$ cat src/rtl/maccumulator_nch_pkg.sv
// Shared definitions for the multi-channel money accumulator.
// Refund FSM state encoding, default denomination table and credit-width helper.
package maccumulator_nch_pkg;

    typedef enum logic [1:0] {
        S_IDLE = 2'd0,
        S_PAY  = 2'd1,
        S_GAP  = 2'd2
    } macc_state_e;

    localparam logic [23:0] MACC_DENOM_DEFAULT = {8'd50, 8'd10, 8'd1};

    // Credit sum width: large enough that all channels firing together never truncates.
    function automatic int unsigned macc_cw(input int unsigned width, input int unsigned nch);
        return width + $clog2(nch) + 1;
    endfunction

endpackage

$ cat src/rtl/maccumulator_nch_if.sv
// Coin/deduct/refund signal bundle between the vend controller (master) and the accumulator (slave).
interface maccumulator_nch_if #(
    parameter int unsigned WIDTH = 8,
    parameter int unsigned NCH   = 3
);
    logic             lock;
    logic             clr;
    logic [NCH-1:0]   coin_sig;
    logic             deduct_req;
    logic [WIDTH-1:0] deduct_amt;
    logic             deduct_ack;
    logic             deduct_nak;
    logic [NCH-1:0]   coin_reject;
    logic [WIDTH-1:0] moneyv;
    logic             refund_req;
    logic [NCH-1:0]   change_out;
    logic             refund_done;

    modport master (
        output lock, clr, coin_sig, deduct_req, deduct_amt, refund_req,
        input  deduct_ack, deduct_nak, coin_reject, moneyv, change_out, refund_done
    );

    modport slave (
        input  lock, clr, coin_sig, deduct_req, deduct_amt, refund_req,
        output deduct_ack, deduct_nak, coin_reject, moneyv, change_out, refund_done
    );
endinterface

$ cat src/rtl/maccumulator_nch_edge_det.sv
// Rising-edge detector for the raw coin switches; history updates every cycle regardless of lock/refund.
module macc_edge_det #(
    parameter int unsigned N = 3
) (
    input  logic         clk,
    input  logic         rst_n,
    input  logic [N-1:0] sig_i,
    output logic [N-1:0] rise_o
);
    logic [N-1:0] prev_q;

    always_ff @(posedge clk or negedge rst_n) begin
        if (!rst_n) prev_q <= '0;
        else        prev_q <= sig_i;
    end

    assign rise_o = sig_i & ~prev_q;
endmodule

$ cat src/rtl/maccumulator_nch.sv
// Saturating multi-denomination money accumulator with deduct ack/nak.
// Greedy change refund FSM is built only when MACC_REFUND_EN is defined.
module maccumulator_nch
    import maccumulator_nch_pkg::*;
#(
    parameter int unsigned          WIDTH  = 8,
    parameter int unsigned          NCH    = 3,
    parameter logic [NCH*WIDTH-1:0] DENOM  = MACC_DENOM_DEFAULT,
    parameter logic [WIDTH-1:0]     MAXVAL = '1
) (
    input logic               cp,
    input logic               rst,
    maccumulator_nch_if.slave bus
);
    localparam int unsigned CW = macc_cw(WIDTH, NCH);

    logic [NCH-1:0]   rise;
    logic [CW-1:0]    credit;
    logic [CW-1:0]    net;
    logic [WIDTH-1:0] debit;
    logic             debit_ok;
    logic             accept;
    logic             idle;

    logic [WIDTH-1:0] moneyv_q, moneyv_d;
    logic             ack_q, ack_d;
    logic             nak_q, nak_d;
    logic [NCH-1:0]   reject_q, reject_d;
    logic [NCH-1:0]   change_q, change_d;
    logic             done_q, done_d;

    macc_edge_det #(.N(NCH)) u_edge (
        .clk    (cp),
        .rst_n  (rst),
        .sig_i  (bus.coin_sig),
        .rise_o (rise)
    );

    always_comb begin
        credit = '0;
        for (int unsigned i = 0; i < NCH; i++) begin
            if (rise[i]) credit = credit + CW'(DENOM[i*WIDTH +: WIDTH]);
        end
    end

    // debit never exceeds the pre-credit balance, so net cannot underflow.
    assign debit_ok = bus.deduct_req && idle && !bus.clr && (bus.deduct_amt <= moneyv_q);
    assign debit    = debit_ok ? bus.deduct_amt : '0;
    assign net      = CW'(moneyv_q) + credit - CW'(debit);
    assign accept   = !bus.lock && idle && !bus.clr && (net <= CW'(MAXVAL));

`ifdef MACC_REFUND_EN
    macc_state_e      state_q, state_d;
    logic             pay_found;
    logic [WIDTH-1:0] pay_val;
    logic [NCH-1:0]   pay_sel;

    assign idle = (state_q == S_IDLE);

    always_comb begin
        pay_found = 1'b0;
        pay_val   = '0;
        pay_sel   = '0;
        for (int unsigned i = 0; i < NCH; i++) begin
            if (DENOM[i*WIDTH +: WIDTH] <= moneyv_q && DENOM[i*WIDTH +: WIDTH] > pay_val) begin
                pay_found  = 1'b1;
                pay_val    = DENOM[i*WIDTH +: WIDTH];
                pay_sel    = '0;
                pay_sel[i] = 1'b1;
            end
        end
    end

    always_ff @(posedge cp or negedge rst) begin
        if (!rst) state_q <= S_IDLE;
        else      state_q <= state_d;
    end
`else
    assign idle = 1'b1;
`endif

    always_comb begin
        moneyv_d = moneyv_q;
        ack_d    = 1'b0;
        nak_d    = 1'b0;
        reject_d = '0;
        change_d = '0;
        done_d   = 1'b0;
        if (bus.clr) begin
            moneyv_d = '0;
            nak_d    = bus.deduct_req;
            reject_d = rise;
        end else begin
            ack_d = debit_ok;
            nak_d = bus.deduct_req && !debit_ok;
            if (accept) begin
                moneyv_d = WIDTH'(net);
            end else begin
                moneyv_d = moneyv_q - debit;
                reject_d = rise;
            end
        end
`ifdef MACC_REFUND_EN
        state_d = state_q;
        if (bus.clr) begin
            state_d = S_IDLE;
        end else begin
            case (state_q)
                S_IDLE: begin
                    if (bus.refund_req) begin
                        if (moneyv_q != '0) state_d = S_PAY;
                        else                done_d  = 1'b1;
                    end
                end
                S_PAY: begin
                    if (pay_found) begin
                        change_d = pay_sel;
                        moneyv_d = moneyv_q - pay_val;
                        state_d  = S_GAP;
                    end else begin
                        done_d  = 1'b1;
                        state_d = S_IDLE;
                    end
                end
                S_GAP: begin
                    if (pay_found) begin
                        state_d = S_PAY;
                    end else begin
                        done_d  = 1'b1;
                        state_d = S_IDLE;
                    end
                end
                default: state_d = S_IDLE;
            endcase
        end
`endif
    end

    always_ff @(posedge cp or negedge rst) begin
        if (!rst) begin
            moneyv_q <= '0;
            ack_q    <= 1'b0;
            nak_q    <= 1'b0;
            reject_q <= '0;
            change_q <= '0;
            done_q   <= 1'b0;
        end else begin
            moneyv_q <= moneyv_d;
            ack_q    <= ack_d;
            nak_q    <= nak_d;
            reject_q <= reject_d;
            change_q <= change_d;
            done_q   <= done_d;
        end
    end

    assign bus.moneyv      = moneyv_q;
    assign bus.deduct_ack  = ack_q;
    assign bus.deduct_nak  = nak_q;
    assign bus.coin_reject = reject_q;
    assign bus.change_out  = change_q;
    assign bus.refund_done = done_q;
endmodule

$ cat src/flat_wrapper.sv
// flat-port wrapper written by rule: the top's interface ports become plain ports
module maccumulator_nch_flat import maccumulator_nch_pkg::*;
#(
    parameter int unsigned          WIDTH  = 8,
    parameter int unsigned          NCH    = 3,
    parameter logic [NCH*WIDTH-1:0] DENOM  = MACC_DENOM_DEFAULT,
    parameter logic [WIDTH-1:0]     MAXVAL = '1
)
  (cp, rst, bus_lock, bus_clr, bus_coin_sig, bus_deduct_req, bus_deduct_amt, bus_refund_req, bus_deduct_ack, bus_deduct_nak, bus_coin_reject, bus_moneyv, bus_change_out, bus_refund_done);
  maccumulator_nch_if #(.WIDTH(WIDTH), .NCH(NCH)) bus_i ();
  input logic cp;
  input logic rst;
  input wire logic [$bits(bus_i.lock)-1:0] bus_lock;
  input wire logic [$bits(bus_i.clr)-1:0] bus_clr;
  input wire logic [$bits(bus_i.coin_sig)-1:0] bus_coin_sig;
  input wire logic [$bits(bus_i.deduct_req)-1:0] bus_deduct_req;
  input wire logic [$bits(bus_i.deduct_amt)-1:0] bus_deduct_amt;
  input wire logic [$bits(bus_i.refund_req)-1:0] bus_refund_req;
  output wire logic [$bits(bus_i.deduct_ack)-1:0] bus_deduct_ack;
  output wire logic [$bits(bus_i.deduct_nak)-1:0] bus_deduct_nak;
  output wire logic [$bits(bus_i.coin_reject)-1:0] bus_coin_reject;
  output wire logic [$bits(bus_i.moneyv)-1:0] bus_moneyv;
  output wire logic [$bits(bus_i.change_out)-1:0] bus_change_out;
  output wire logic [$bits(bus_i.refund_done)-1:0] bus_refund_done;
  assign bus_i.lock = bus_lock;
  assign bus_i.clr = bus_clr;
  assign bus_i.coin_sig = bus_coin_sig;
  assign bus_i.deduct_req = bus_deduct_req;
  assign bus_i.deduct_amt = bus_deduct_amt;
  assign bus_i.refund_req = bus_refund_req;
  assign bus_deduct_ack = bus_i.deduct_ack;
  assign bus_deduct_nak = bus_i.deduct_nak;
  assign bus_coin_reject = bus_i.coin_reject;
  assign bus_moneyv = bus_i.moneyv;
  assign bus_change_out = bus_i.change_out;
  assign bus_refund_done = bus_i.refund_done;
  maccumulator_nch #(.WIDTH(WIDTH), .NCH(NCH), .DENOM(DENOM), .MAXVAL(MAXVAL)) u_core (.cp(cp), .rst(rst), .bus(bus_i));
endmodule
$ cat config.mk
export PLATFORM = sky130hd
export DESIGN_NAME = maccumulator_nch_flat
export DESIGN_NICKNAME = d
export VERILOG_FILES = /design/src/rtl/maccumulator_nch_pkg.sv /design/src/rtl/maccumulator_nch_if.sv /design/src/rtl/maccumulator_nch_edge_det.sv /design/src/rtl/maccumulator_nch.sv /design/src/flat_wrapper.sv
export SDC_FILE = /design/constraint.sdc
export NUM_CORES = 1
export LEC_CHECK = 0
export BUFFER_PORTS_ARGS = -buffer_cell sky130_fd_sc_hd__buf_2
export CAP_MARGIN = 15
export CORE_UTILIZATION = 30
export DETAILED_ROUTE_END_ITERATION = 16
export PLACE_DENSITY = 0.57
export SLEW_MARGIN = 30
export SYNTH_ARGS = -nofsm -noshare
export SYNTH_HDL_FRONTEND = slang
export SYNTH_SLANG_ARGS = --single-unit
$ cat constraint.sdc
create_clock -name cp -period 7.6 [get_ports cp]
set_input_delay 0.76 -clock cp [delete_from_list [all_inputs] [get_ports cp]]
set_output_delay 0.76 -clock cp [all_outputs]
set_load 0.01 [all_outputs]
==> impl_metrics.tcl <==
set metrics [dict create \
    synth.avg_cell_area_um2 8.81 \
    total_leakage_power_nw 0.985 \
    count_of_buffers_added_by_post_cts_timing_repair_for_setup 0 \
    number_of_buffers_inserted_by_port_buffering 28 \
    synth_sequential_area_ratio 0.227 \
    synth.ff_latch_count 16 \
    min_period_over_period 0.678 \
    first_pass_grt_wire_length_um 6710 \
    cp_max_fo 14 \
    cts_root_buf "clkbuf_8" \
    post-route-util 0.358 \
    floorplan.rows 27 \
    drt.antenna.violating_nets 0 \
    detailedPlacementHpwl_um 3320 \
    category_of_the_most_critical_setup_path "in -> reg" \
    floorplan.die.width_um 78.6 \
    yosysUniqueCellTypes 36 \
    hold_ws_ns 0.407 \
    io-pin-count 34 \
    route.vias.total 1489 \
    post-layout-total-power_uw 763 \
    placed_cells_incl_taps 293 \
    time_the_worst_path_needs_with_i_o_delays_and_setup_ns 5.16 \
    antenna-diode-count 0 \
    fin_skew_ns 0.00165 \
    clock_sinks 16 \
    detail_route.iter0.violations 96 \
    timing.slew.headroom 0.427 \
    design.final.nets 276 \
    drive_gt1_frac 0.160 \
    grt.total_usage 0.140 \
    clock.fmax_mhz 194 \
    drc 0 \
    antenna_violations_before_repair 0 \
    detail_route.vias_per_cell 5.01 \
    grt_max_degree 17 \
    worstPathArrival_ns 5.29 \
    clockBufferDepth 2 \
    worst_r2r_path_depth 16 \
    worst_pin_slew_ns 0.860 \
    clkTransAtPathRegs_ns 0.06 \
    overflow 0 \
    cts_htree_levels 1 \
    dpl_worst_slack_ns 2.17 \
    cts_hold_repair.buffers 0 \
    setup_total_negative_slack_ns 0 \
    instance_area_after_placement_mm2 0.00194 \
    vias_in_the_first_global_route 1439 \
    tritoncts_clock_tree "done" \
    count_of_endpoints_failing_setup_in_the_final_report 0 \
    die_area_mm2 0.00618 \
    finalMaxSlewViolations 0 \
    clkLatencyLatePin_ns 0.26 \
    syn-instance-count 200 \
    hold_violations_final 0 \
    fin_cells 297 \
    netlist_area_pre_place_mm2 0.00176 \
    vdd_ir_drop_max_uv 106 \
    yosys_warning_total 0 \
    globalplace.congestion 0.812 \
    grt_setup_unrepaired "no" \
    cts.repair.resized 0 \
    hold_path.class "in -> async" \
    routedWlPerCell_um 13.4 \
    routed_wirelength_um 3990 \
    final_setup_margin_ns 2.44 \
    max-cap-violations 0 \
    design.core.area_mm2 0.00557 \
    run_status "finished, final reports clean" \
    synthToLayoutAreaGrowth_pct 13.4 \
    critical_path_required_ns 7.73 \
    end_kind "register" \
    setup.worst_path.start_class "input port" \
    p_per_area_mw_per_mm2 382 \
    floorplan.initialDensity 0.316 \
    drt-pass1-iter-count 4 \
    numCtsBuffers 3 \
    final_cell_area_mm2 0.00200 \
    die-height_um 78.6 \
]
## power by group
| part | switching, mW | leakage (nW) | internal, mW |
|---|---|---|---|
| logic | 0.309 | 0.751 | 0.250 |
| registers | 0.0202 | 0.205 | 0.107 |
| clock network | 0.0315 | 0.0288 | 0.0461 |
## layer usage
metal / share of wire / track usage
met1: 0.49 / 0.188
met5: 0 / 0
met2: 0.45 / 0.222
met4: 0.026 / 0.0685
met3: 0.032 / 0.0151
## registers in the layout, summed over array words and instances (netlist names)
signal / cells
u_core.bus.moneyv: 8
u_core.bus.coin_reject: 3
u_core.u_edge.prev_q: 3
u_core.bus.deduct_ack: 1
u_core.bus.deduct_nak: 1
## synthesized netlist by cell type (all sizes together)
| cell type | count | share of area |
|---|---|---|
| o21a | 2 | 0.0085 |
| a311oi | 2 | 0.0099 |
| o2111ai | 2 | 0.0099 |
| o22ai | 2 | 0.011 |
| conb | 1 | 0.0021 |
| o21ai | 10 | 0.028 |
| a21o | 8 | 0.034 |
| nand2 | 4 | 0.0085 |
| buf | 5 | 0.023 |
| nor2 | 9 | 0.019 |
| and4 | 6 | 0.031 |
| o21bai | 1 | 0.0064 |
| or4b | 1 | 0.0057 |
| or4 | 1 | 0.0043 |
| nand2b | 4 | 0.014 |
| fa | 8 | 0.091 |
| xnor2 | 6 | 0.030 |
| nor3 | 4 | 0.011 |
| nand4 | 11 | 0.039 |
| o211ai | 3 | 0.013 |
| clkbuf | 5 | 0.011 |
| a211oi | 4 | 0.017 |
| or3 | 1 | 0.0036 |
| a211o | 1 | 0.0050 |
| inv | 26 | 0.055 |
| a21oi | 17 | 0.048 |
| dfrtp | 16 | 0.23 |
| xor2 | 3 | 0.015 |
| nand3 | 5 | 0.014 |
| and3 | 3 | 0.011 |
| a21boi | 1 | 0.0043 |
| nor2b | 3 | 0.011 |
| ha | 25 | 0.18 |
## worst paths after layout
path                                         startpoint                   endpoint  slack, ns
worst max-delay path                  bus_deduct_amt[1]       u_core.bus.moneyv[2]       2.44
worst min-delay path                                rst    u_core.u_edge.prev_q[0]       0.41
worst max register to register     u_core.bus.moneyv[1]       u_core.bus.moneyv[2]       2.46
worst min register to register  u_core.u_edge.prev_q[0]  u_core.bus.coin_reject[0]       0.56
max in group asynchronous                           rst    u_core.u_edge.prev_q[2]       6.93
min in group cp                 u_core.u_edge.prev_q[0]  u_core.bus.coin_reject[0]       0.56
## area by class of cell
class                           count  area [um^2]
Fill cell                         594         3580
Multi-Input combinational cell    151         1210
Sequential cell                    16          400
Timing Repair Buffer               28          140
Inverter                           26         97.6
Tap cell                           72         90.1
Clock buffer                        4         55.1
## worst max-delay path, cell delays in order
cell and delay (ns):
buf_2 0.11, ha_1 0.28, nor2b_1 0.13, o21a_1 0.15
o21ai_0 0.16, a21oi_1 0.09, o22ai_1 0.68, nand4_1 0.36
fa_1 0.61, fa_1 0.51, a211oi_1 0.32, o21bai_2 0.13
o22ai_2 0.17, nand4_1 0.43, nand2_1 0.30, a211oi_1 0.10
## placed cells by master, fill, tap and decap left out, types with 6 or more instances in the layout
| cell | n |
|---|---|
| o21ai_0 | 10 |
| xnor2_1 | 6 |
| inv_1 | 26 |
| a21oi_1 | 17 |
| nor2_1 | 9 |
| ha_1 | 25 |
| dfrtp_1 | 16 |
| a21o_1 | 8 |
| fa_1 | 8 |
| buf_2 | 28 |
| nand4_1 | 11 |
## kinds of logic after synthesis
family | share of synthesized area
adder cells (fa/ha/maj) | 0.268
AND/OR/NAND/NOR | 0.173
XOR/XNOR | 0.0447
buffers and inverters | 0.0895
other | 0.00213
AO/OA/AOI/OAI | 0.195
flip-flops | 0.227
Note: power is estimated with default switching activity, not from simulation.
